--- src/rtl/pipe_pkg.sv ---
// Shared types and constants for the ID/EX pipeline slice.
package pipe_pkg;

    localparam int CTRL_W = 12;
    localparam logic [CTRL_W-1:0] CTRL_NOP = 12'h000;

    localparam int B_REGDST   = 0;
    localparam int B_ALUSRC   = 1;
    localparam int B_MEMTOREG = 2;
    localparam int B_REGWRITE = 3;
    localparam int B_MEMREAD  = 4;
    localparam int B_MEMWRITE = 5;
    localparam int B_BRANCH   = 6;
    localparam int B_JUMP     = 7;
    localparam int B_ALUOP_LO = 8;
    localparam int B_ALUOP_HI = 9;
    localparam int B_BEQ      = 10;
    localparam int B_ORI      = 11;

    typedef struct packed {
        logic [CTRL_W-1:0] ctrl;
        logic              valid;
        logic [31:0]       pc4;
        logic [31:0]       rd1;
        logic [31:0]       rd2;
        logic [31:0]       imm;
        logic [4:0]        rs;
        logic [4:0]        rt;
        logic [4:0]        rd;
    } id_ex_t;

endpackage

--- src/rtl/hazard_detect.sv ---
// Load-use hazard detection between the ID instruction and a load in EX.
module hazard_detect
    import pipe_pkg::*;
(
    input  logic [CTRL_W-1:0] id_ctrl,
    input  logic              id_valid,
    input  logic [4:0]        id_rs,
    input  logic [4:0]        id_rt,
    input  logic              ex_flush,
    input  logic [CTRL_W-1:0] ex_ctrl,
    input  logic              ex_valid,
    input  logic [4:0]        ex_rt,
    output logic              stall,
    output logic              pc_write,
    output logic              ifid_write
);

    logic uses_rt;
    logic hazard;
    logic unused_ctrl;

    assign unused_ctrl = ^{id_ctrl, ex_ctrl};

    assign uses_rt = id_ctrl[B_REGDST] | id_ctrl[B_MEMWRITE]
                   | id_ctrl[B_BEQ];

    assign hazard = ex_valid && ex_ctrl[B_MEMREAD]
                 && (ex_rt != 5'd0)
                 && ((ex_rt == id_rs)
                     || (uses_rt && (ex_rt == id_rt)));

    // A flush squashes the consumer, so it never needs to wait.
    assign stall      = hazard && id_valid && !ex_flush;
    assign pc_write   = !stall;
    assign ifid_write = !stall;

endmodule

--- src/rtl/id_ex_pipe.sv ---
// ID/EX pipeline register with load-use stall control and stall counter.
module id_ex_pipe
    import pipe_pkg::*;
(
    input  logic              clk,
    input  logic              rst_n,
    input  logic [CTRL_W-1:0] id_ctrl,
    input  logic              id_valid,
    input  logic [31:0]       id_pc4,
    input  logic [31:0]       id_rd1,
    input  logic [31:0]       id_rd2,
    input  logic [31:0]       id_imm,
    input  logic [4:0]        id_rs,
    input  logic [4:0]        id_rt,
    input  logic [4:0]        id_rd,
    input  logic              ex_flush,
    output logic [CTRL_W-1:0] ex_ctrl,
    output logic              ex_valid,
    output logic [31:0]       ex_pc4,
    output logic [31:0]       ex_rd1,
    output logic [31:0]       ex_rd2,
    output logic [31:0]       ex_imm,
    output logic [4:0]        ex_rs,
    output logic [4:0]        ex_rt,
    output logic [4:0]        ex_rd,
    output logic              pc_write,
    output logic              ifid_write,
    output logic [15:0]       stall_cnt
);

    id_ex_t      ex_q;
    id_ex_t      ex_d;
    logic [15:0] stall_cnt_q;
    logic [15:0] stall_cnt_d;
    logic        stall;
    logic        bubble;

    hazard_detect u_hazard (
        .id_ctrl    (id_ctrl),
        .id_valid   (id_valid),
        .id_rs      (id_rs),
        .id_rt      (id_rt),
        .ex_flush   (ex_flush),
        .ex_ctrl    (ex_q.ctrl),
        .ex_valid   (ex_q.valid),
        .ex_rt      (ex_q.rt),
        .stall      (stall),
        .pc_write   (pc_write),
        .ifid_write (ifid_write)
    );

    assign bubble = stall || ex_flush || !id_valid;

    always_comb begin
        ex_d       = ex_q;
        ex_d.pc4   = id_pc4;
        ex_d.rd1   = id_rd1;
        ex_d.rd2   = id_rd2;
        ex_d.imm   = id_imm;
        ex_d.rs    = id_rs;
        ex_d.rt    = id_rt;
        ex_d.rd    = id_rd;
        ex_d.ctrl  = bubble ? CTRL_NOP : id_ctrl;
        ex_d.valid = !bubble;
    end

    always_comb begin
        stall_cnt_d = stall_cnt_q;
        if (stall && (stall_cnt_q != 16'hFFFF)) begin
            stall_cnt_d = stall_cnt_q + 16'd1;
        end
    end

    always_ff @(posedge clk or negedge rst_n) begin
        if (!rst_n) begin
            ex_q        <= '0;
            stall_cnt_q <= '0;
        end else begin
            ex_q        <= ex_d;
            stall_cnt_q <= stall_cnt_d;
        end
    end

    assign ex_ctrl   = ex_q.ctrl;
    assign ex_valid  = ex_q.valid;
    assign ex_pc4    = ex_q.pc4;
    assign ex_rd1    = ex_q.rd1;
    assign ex_rd2    = ex_q.rd2;
    assign ex_imm    = ex_q.imm;
    assign ex_rs     = ex_q.rs;
    assign ex_rt     = ex_q.rt;
    assign ex_rd     = ex_q.rd;
    assign stall_cnt = stall_cnt_q;

endmodule

--- config.mk ---
export PLATFORM = sky130hd
export DESIGN_NAME = id_ex_pipe
export DESIGN_NICKNAME = d
export VERILOG_FILES = /design/src/rtl/pipe_pkg.sv /design/src/rtl/hazard_detect.sv /design/src/rtl/id_ex_pipe.sv
export SDC_FILE = /design/constraint.sdc
export NUM_CORES = 1
export LEC_CHECK = 0
export CORE_MARGIN = 10
export CORE_UTILIZATION = 38
export DETAILED_ROUTE_END_ITERATION = 16
export PLACE_DENSITY = 0.88
export SYNTH_ARGS = -nofsm -noshare
export SYNTH_HDL_FRONTEND = slang
export SYNTH_SLANG_ARGS = --single-unit
--- constraint.sdc ---
create_clock -name clk -period 2.7 [get_ports clk]
set_input_delay 0.27 -clock clk [delete_from_list [all_inputs] [get_ports clk]]
set_output_delay 0.27 -clock clk [all_outputs]
set_load 0.02 [all_outputs]
==> impl_metrics.py, run 1 <==
metrics = {
    "synthesis": {
        "syn_nets": 428,
        "synth_ff_type": "dfrtp_1",
        "synthCells": 268,
        "syn_area_um2": 5020,
        "synth.area.top_cells": "dfrtp_1 (86%), xor2_1 (2.4%), xnor2_1 (1.7%)",
        "ys_ff_latch": 172,
        "synthTopCellsByCount": "dfrtp_1 (172), xor2_1 (14), and2_1 (13)",
        "synth_area_per_cell_um2": 18.7,
        "netlist-cell-type-count": 32,
        "async_flop_share": 1.00,
        "yosysWarnings": 0,
        "yosys.area.top_type": "dfrtp_1",
        "synth.most_common_cell": "dfrtp_1",
        "synth_top_area_share": 0.858,
        "synth-edff-count": 0,
        "seq_area_frac_synth": 0.858,
    },
    "sta": {
        "max_freq_mhz": 391,
        "setup_ws_ps": 142,
        "worst_slew_pin_slew_ps": 645,
        "post-route-period-util": 0.948,
        "rsz0062_at_grt": "no",
        "timing.final.hold_violations": 0,
        "slew_headroom": 0.570,
        "finalMaxSlewViolations": 0,
        "fin_crit_ps": 2560,
        "setup_viol": 0,
        "setup_tns_ps": 0,
        "finClkSkew_ps": 6.83,
    },
    "global_route": {
        "grt_pass1_wl_mm": 26.3,
        "grt_max_degree": 74,
        "antenna_found_initial": 1,
        "grt_usage": 0.198,
        "grt-ovfl-total": 0,
        "first_global_vias": 4025,
    },
    "placement": {
        "gp_congestion": 0.913,
        "post-place-ws_ps": 315,
        "hpwl_mm": 15.1,
        "io_buffers": 332,
    },
    "setup_path": {
        "slowest_stage": "clkdlybuf4s50_1",
        "crit_path_max_incr_delay_ps": 620,
        "cp-start-kind": "register",
        "cp_top_family": "buffers and inverters",
        "crit_required_ps": 2430,
        "path_cells": "or3_4, o31ai_4, nand2b_1, clkdlybuf4s50_1",
        "ff2ff_setup_slack_ps": 700,
        "arrival_ps": 2290,
        "critPathKind": "register to primary output",
        "worstPathMaxFanout": 4,
        "endpoint_kind": "primary output",
        "critPathBufInv": 1,
    },
    "floorplanning": {
        "die_x_um": 135,
        "num_rows": 41,
        "ios": 333,
        "fp.coreArea_um2": 12800,
        "initial_core_util": 0.393,
        "fp.dieH_um": 135,
        "dieArea_um2": 18200,
    },
    "detailed_routing": {
        "vias": 3577,
        "firstDrtPassIters": 6,
        "drtAntennaViolNets": 0,
        "route.detailed.drc": 0,
        "finalWirelength_mm": 18.5,
        "first_iter_violations": 165,
        "vias_per_cell": 4.44,
        "detail_route.wl_per_cell_um": 22.9,
    },
    "flow_run": {
        "maxCapViolCount": 0,
    },
    "clock_tree": {
        "clk_pin_slew_ps": 60,
        "cts_root_buf": "clkbuf_16",
        "clkSinkCount": 172,
        "clk_latency_ps": 410,
        "cts_buffer_depth": 2,
        "htree_levels": 4,
        "cts-buffers-inserted": 17,
        "cts_resized": 0,
        "cts_tree": "yes",
    },
    "layout": {
        "nFillCells": 785,
        "multi_input_area_um2": 682,
        "layout.nets": 780,
        "drive_above_1_share": 0.0695,
        "utilization": 0.723,
        "syn_to_final_growth_pct": 84.0,
        "regArea_um2": 4300,
    },
    "power_and_ir_drop": {
        "p_leak_nw": 3.96,
        "powerDensity_nw_per_um2": 660,
        "ir_drop_v": 0.000331,
    },
    "min_path": {
        "hold_path_class": "primary input to register",
    },
    "status": {
        "status": "completed",
    },
}
==> path summary, 6_finish.rpt <==
check                                   from  depth (start not counted)            end
worst max-delay path                ex_rt[1]                          4     ifid_write
worst min-delay path              id_pc4[21]                          1     ex_pc4[21]
worst max register to register      ex_rt[4]                          5  stall_cnt[12]
worst min register to register  stall_cnt[3]                          1   stall_cnt[3]
max in group asynchronous              rst_n                          3     ex_imm[25]
min in group asynchronous              rst_n                          2      ex_imm[8]
==> layout make-up <==
cell class | instances | area share
Antenna cell | 1 | 0.000271
Multi-Input combinational cell | 91 | 0.0738
Clock buffer | 23 | 0.0528
Tap cell | 172 | 0.0233
Clock inverter | 9 | 0.0171
Sequential cell | 172 | 0.466
Timing Repair Buffer | 338 | 0.367
==> sequential cells by signal, summed over array words and instances (netlist names) <==
signal	cells
ex_imm	32
ex_rd	5
ex_rt	5
ex_rd1	32
ex_rs	5
ex_pc4	32
stall_cnt	16
ex_ctrl	12
ex_valid	1
ex_rd2	32
==> metrics by stage <==
step           area, um2  total power (W)  hold slack (ps)  cells
2_1_floorplan       5020          0.00297            -25.6    268
3_3_place_gp        8570          0.00352              311    771
3_5_place_dp        8570          0.00354              334    771
4_1_cts             9230          0.00616              273    805
5_1_grt             9230          0.00629              272    806
6_report            9230          0.00610              293    806
==> layout by cell type (no fill, tap or decap), types with 2 or more instances in the layout <==
| master | n |
|---|---|
| clkdlybuf4s50_1 | 331 |
| xnor2_1 | 10 |
| and4_1 | 3 |
| clkbuf_16 | 17 |
| nand2b_1 | 2 |
| nor3b_1 | 2 |
| clkbuf_8 | 4 |
| buf_4 | 4 |
| bufinv_16 | 4 |
| xor2_1 | 14 |
| nor4_1 | 6 |
| clkinvlp_4 | 2 |
| nand3_1 | 9 |
| nand2_1 | 6 |
| clkbuf_1 | 2 |
| nor3_1 | 6 |
| and2_1 | 13 |
| dfrtp_1 | 172 |
| nand4_1 | 4 |
==> cells by family (layout without fill, tap and decap cells) <==
kind of cell | count (synthesis) | count (layout) | synth area share
DFF | 172 | 172 | 0.858
and+or+nand+nor | 56 | 56 | 0.0678
xor gates and xnor gates | 24 | 24 | 0.0419
AOI/OAI and AO/OA | 8 | 8 | 0.0185
buffers and inverters | 5 | 370 | 0.00623
muxes | 2 | 2 | 0.00524
adders and majority gates | 1 | 1 | 0.00249
other | 0 | 1 | 0
==> worst reg2reg max path, delay by kind of cell, from the launching register on <==
family          cells  cell delay, ps
flops               1             480
simple gates        2             500
xor+xnor            1             220
compound gates      1             320
mux                 1             370
==> routing by layer <==
layer	share of wire	wire (um)	GRT usage
met1	0.33	6090	0.193
met2	0.57	10500	0.378
met3	0.090	1660	0.0742
met4	0.014	251	0.0532
met5	0	0	0
==> power breakdown <==
part	switching (W)	total, W	internal [W]
Clock	0.000959	0.00261	0.00165
Sequential	0.0000443	0.00274	0.00269
Combinational	0.000328	0.000747	0.000419
Total	0.00133	0.00610	0.00477
==> what timing repair did <==
item                                    4_1_cts  5_1_grt
hold endpoints to repair                     70        0
endpoints found under the setup margin        2        0
buffers inserted                              1        0
hold buffers                                  1        0
No activity file was read; power rests on OpenSTA's default activity.
==> inputs of run 2 (changes only) <==
--- a/config.mk
+++ b/config.mk
@@ -5,10 +5,10 @@
 export SDC_FILE = /design/constraint.sdc
 export NUM_CORES = 1
 export LEC_CHECK = 0
-export CORE_MARGIN = 10
-export CORE_UTILIZATION = 38
+export CORE_AREA = 2 2 129 131
 export DETAILED_ROUTE_END_ITERATION = 16
-export PLACE_DENSITY = 0.88
+export DIE_AREA = 0 0 131 133
+export PLACE_DENSITY = 0.75
 export SYNTH_ARGS = -nofsm -noshare
 export SYNTH_HDL_FRONTEND = slang
 export SYNTH_SLANG_ARGS = --single-unit
==> impl_metrics.py, run 2 (synthesis gave the netlist of run 1 again) <==
metrics = {
    "status": {
        "status": "completed",
    },
    "placement": {
        "dp_cells": 819,
        "place_area_um2": 8640,
        "gp_congestion": 0.860,
        "io_buffers": 332,
        "hpwl_mm": 12.1,
    },
    "min_path": {
        "min_from": "id_rd1[18]",
        "hold_end": "ex_rd1[18]",
        "hold_path_class": "primary input to register",
        "holdPathStages": 1,
    },
    "layout": {
        "regArea_um2": 4300,
        "fin_area_um2": 9280,
        "fin_cells": 855,
        "drive_above_1_share": 0.0695,
        "layout.nets": 780,
        "layout_common_cells": "clkdlybuf4s50_1 (331), dfrtp_1 (172), clkbuf_16 (17), xor2_1 (14), and2_1 (13)",
        "multi_input_area_um2": 682,
        "final_common_cell": "clkdlybuf4s50_1",
        "nFillCells": 1279,
        "syn_to_final_growth_pct": 85.0,
    },
    "clock_tree": {
        "cts-buffers-inserted": 17,
        "clk_pin_slew_ps": 70,
        "htree_levels": 4,
        "clk_latency_ps": 420,
        "cts_buffer_depth": 2,
        "clkSinkCount": 172,
        "cts_root_buf": "clkbuf_16",
        "cts_tree": "yes",
    },
    "sta": {
        "fin_crit_ps": 2580,
        "setup_viol": 0,
        "finalMaxSlewViolations": 0,
        "slew_headroom": 0.590,
        "timing.final.hold_violations": 0,
        "finClkSkew_ps": 8.90,
        "setup_tns_ps": 0,
        "worst_slew_pin_slew_ps": 615,
        "rsz0062_at_grt": "no",
        "post-route-period-util": 0.954,
        "max_freq_mhz": 388,
    },
    "flow_run": {
        "maxCapViolCount": 0,
    },
    "setup_path": {
        "worstRegToRegCells": 5,
        "arrival_ps": 2310,
        "worstSetupStartpoint": "ex_rt[1]",
        "rr_endpoint": "stall_cnt[12]",
        "worstPathMaxFanout": 4,
        "critPathKind": "register to primary output",
        "endpoint_kind": "primary output",
        "critPathBufInv": 1,
        "crit_path_max_incr_delay_ps": 610,
        "cp_top_family": "buffers and inverters",
        "crit_required_ps": 2430,
        "path_cells": "or3_4, o31ai_4, nand2b_1, clkdlybuf4s50_1",
        "reg2reg_from": "ex_rt[4]",
        "slowest_stage": "clkdlybuf4s50_1",
        "cp-start-kind": "register",
        "ff2ff_setup_slack_ps": 720,
    },
    "global_route": {
        "antenna_found_initial": 2,
        "grt_usage": 0.177,
        "grt-ovfl-total": 0,
        "grt_max_degree": 65,
        "first_global_vias": 3911,
        "grt_pass1_wl_mm": 22.5,
    },
    "detailed_routing": {
        "vias": 3578,
        "vias_per_cell": 4.18,
        "firstDrtPassIters": 4,
        "finalWirelength_mm": 15.3,
        "route.detailed.drc": 0,
        "drtAntennaViolNets": 0,
        "first_iter_violations": 115,
        "detail_route.wl_per_cell_um": 17.9,
    },
    "floorplanning": {
        "fp.coreArea_um2": 16200,
        "num_rows": 47,
        "die_x_um": 131,
        "ios": 333,
        "initial_core_util": 0.310,
        "dieArea_um2": 17400,
        "fp.dieH_um": 133,
    },
    "power_and_ir_drop": {
        "p_int_w": 0.00460,
        "finalPower_w": 0.00598,
        "ir_drop_v": 0.000428,
        "power_switching_w": 0.00138,
        "power_frac_comb": 0.123,
        "clkPwrFrac": 0.419,
        "p_leak_nw": 3.95,
        "p_sw_frac": 0.231,
        "pwr-share-seq": 0.457,
        "powerDensity_nw_per_um2": 644,
    },
}
-- run 2: cell count changes in the layout (fill, tap and decap cells not counted) --
cell and delta:
diode_2 +1, inv_6 +2, buf_4 -1, clkinv_4 +1
bufinv_16 -1, clkinv_8 +1, clkbuf_8 -4, clkinv_2 -1
inv_8 +1, buf_12 +1, clkinvlp_4 +1
-- run 2: layout make-up --
class | count | share of cell area
flip-flops and latches | 172 | 0.464
clock buffers | 19 | 0.0466
multi-input cells | 91 | 0.0735
clock inverters | 13 | 0.0198
diodes | 2 | 0.000539
repair buffers | 338 | 0.366
well taps | 220 | 0.0297
-- run 2: how the worst max path moves through the flow --
stage                            end  slack, ps  cells after the start
final                     ifid_write        120                      4
after global routing      ifid_write         50                      4
after CTS                 ifid_write        110                      4
after detailed placement  ifid_write        420                      4
after global placement      pc_write        450                      5
after floorplan             pc_write        760                      4
-- run 2: power groups by stage --
stage               Combinational (W)  Sequential [W]  Clock, W
floorplan                   0.0000354         0.00293         0
global placement             0.000732         0.00278         0
detailed placement           0.000743         0.00278         0
CTS                          0.000748         0.00274   0.00258
global route                 0.000782         0.00274   0.00269
finish                       0.000737         0.00274   0.00251
-- run 2: layer usage --
metal	global-route usage	part of all wire	up-vias
met5	0	0	-
met2	0.313	0.54	191
met3	0.0643	0.091	32
li1	-	-	1598
met1	0.185	0.34	1757
met4	0.0822	0.033	0
-- run 2: what timing repair did --
item	4_1_cts	5_1_grt
setup buffers	1	0
hold buffers	1	0
hold endpoints to repair	61	0
setup endpoints to repair	2	0
gates resized for setup	0	0
-- run 2: stage by stage --
stage	utilization	hold slack (ps)	setup WS, ps
detailed placement	0.534	319	422
CTS	0.574	264	112
global placement	0.534	306	453
finish	0.574	286	124
floorplan	-	-25.6	765
global route	0.574	261	50.7
==> inputs of run 3 (changes only) <==
--- a/config.mk
+++ b/config.mk
@@ -12,3 +12,4 @@
 export SYNTH_ARGS = -nofsm -noshare
 export SYNTH_HDL_FRONTEND = slang
 export SYNTH_SLANG_ARGS = --single-unit
+export TNS_END_PERCENT = 10
==> results of run 3 <==
No change in the layout: final DEF, timing and power equal those of run 2.
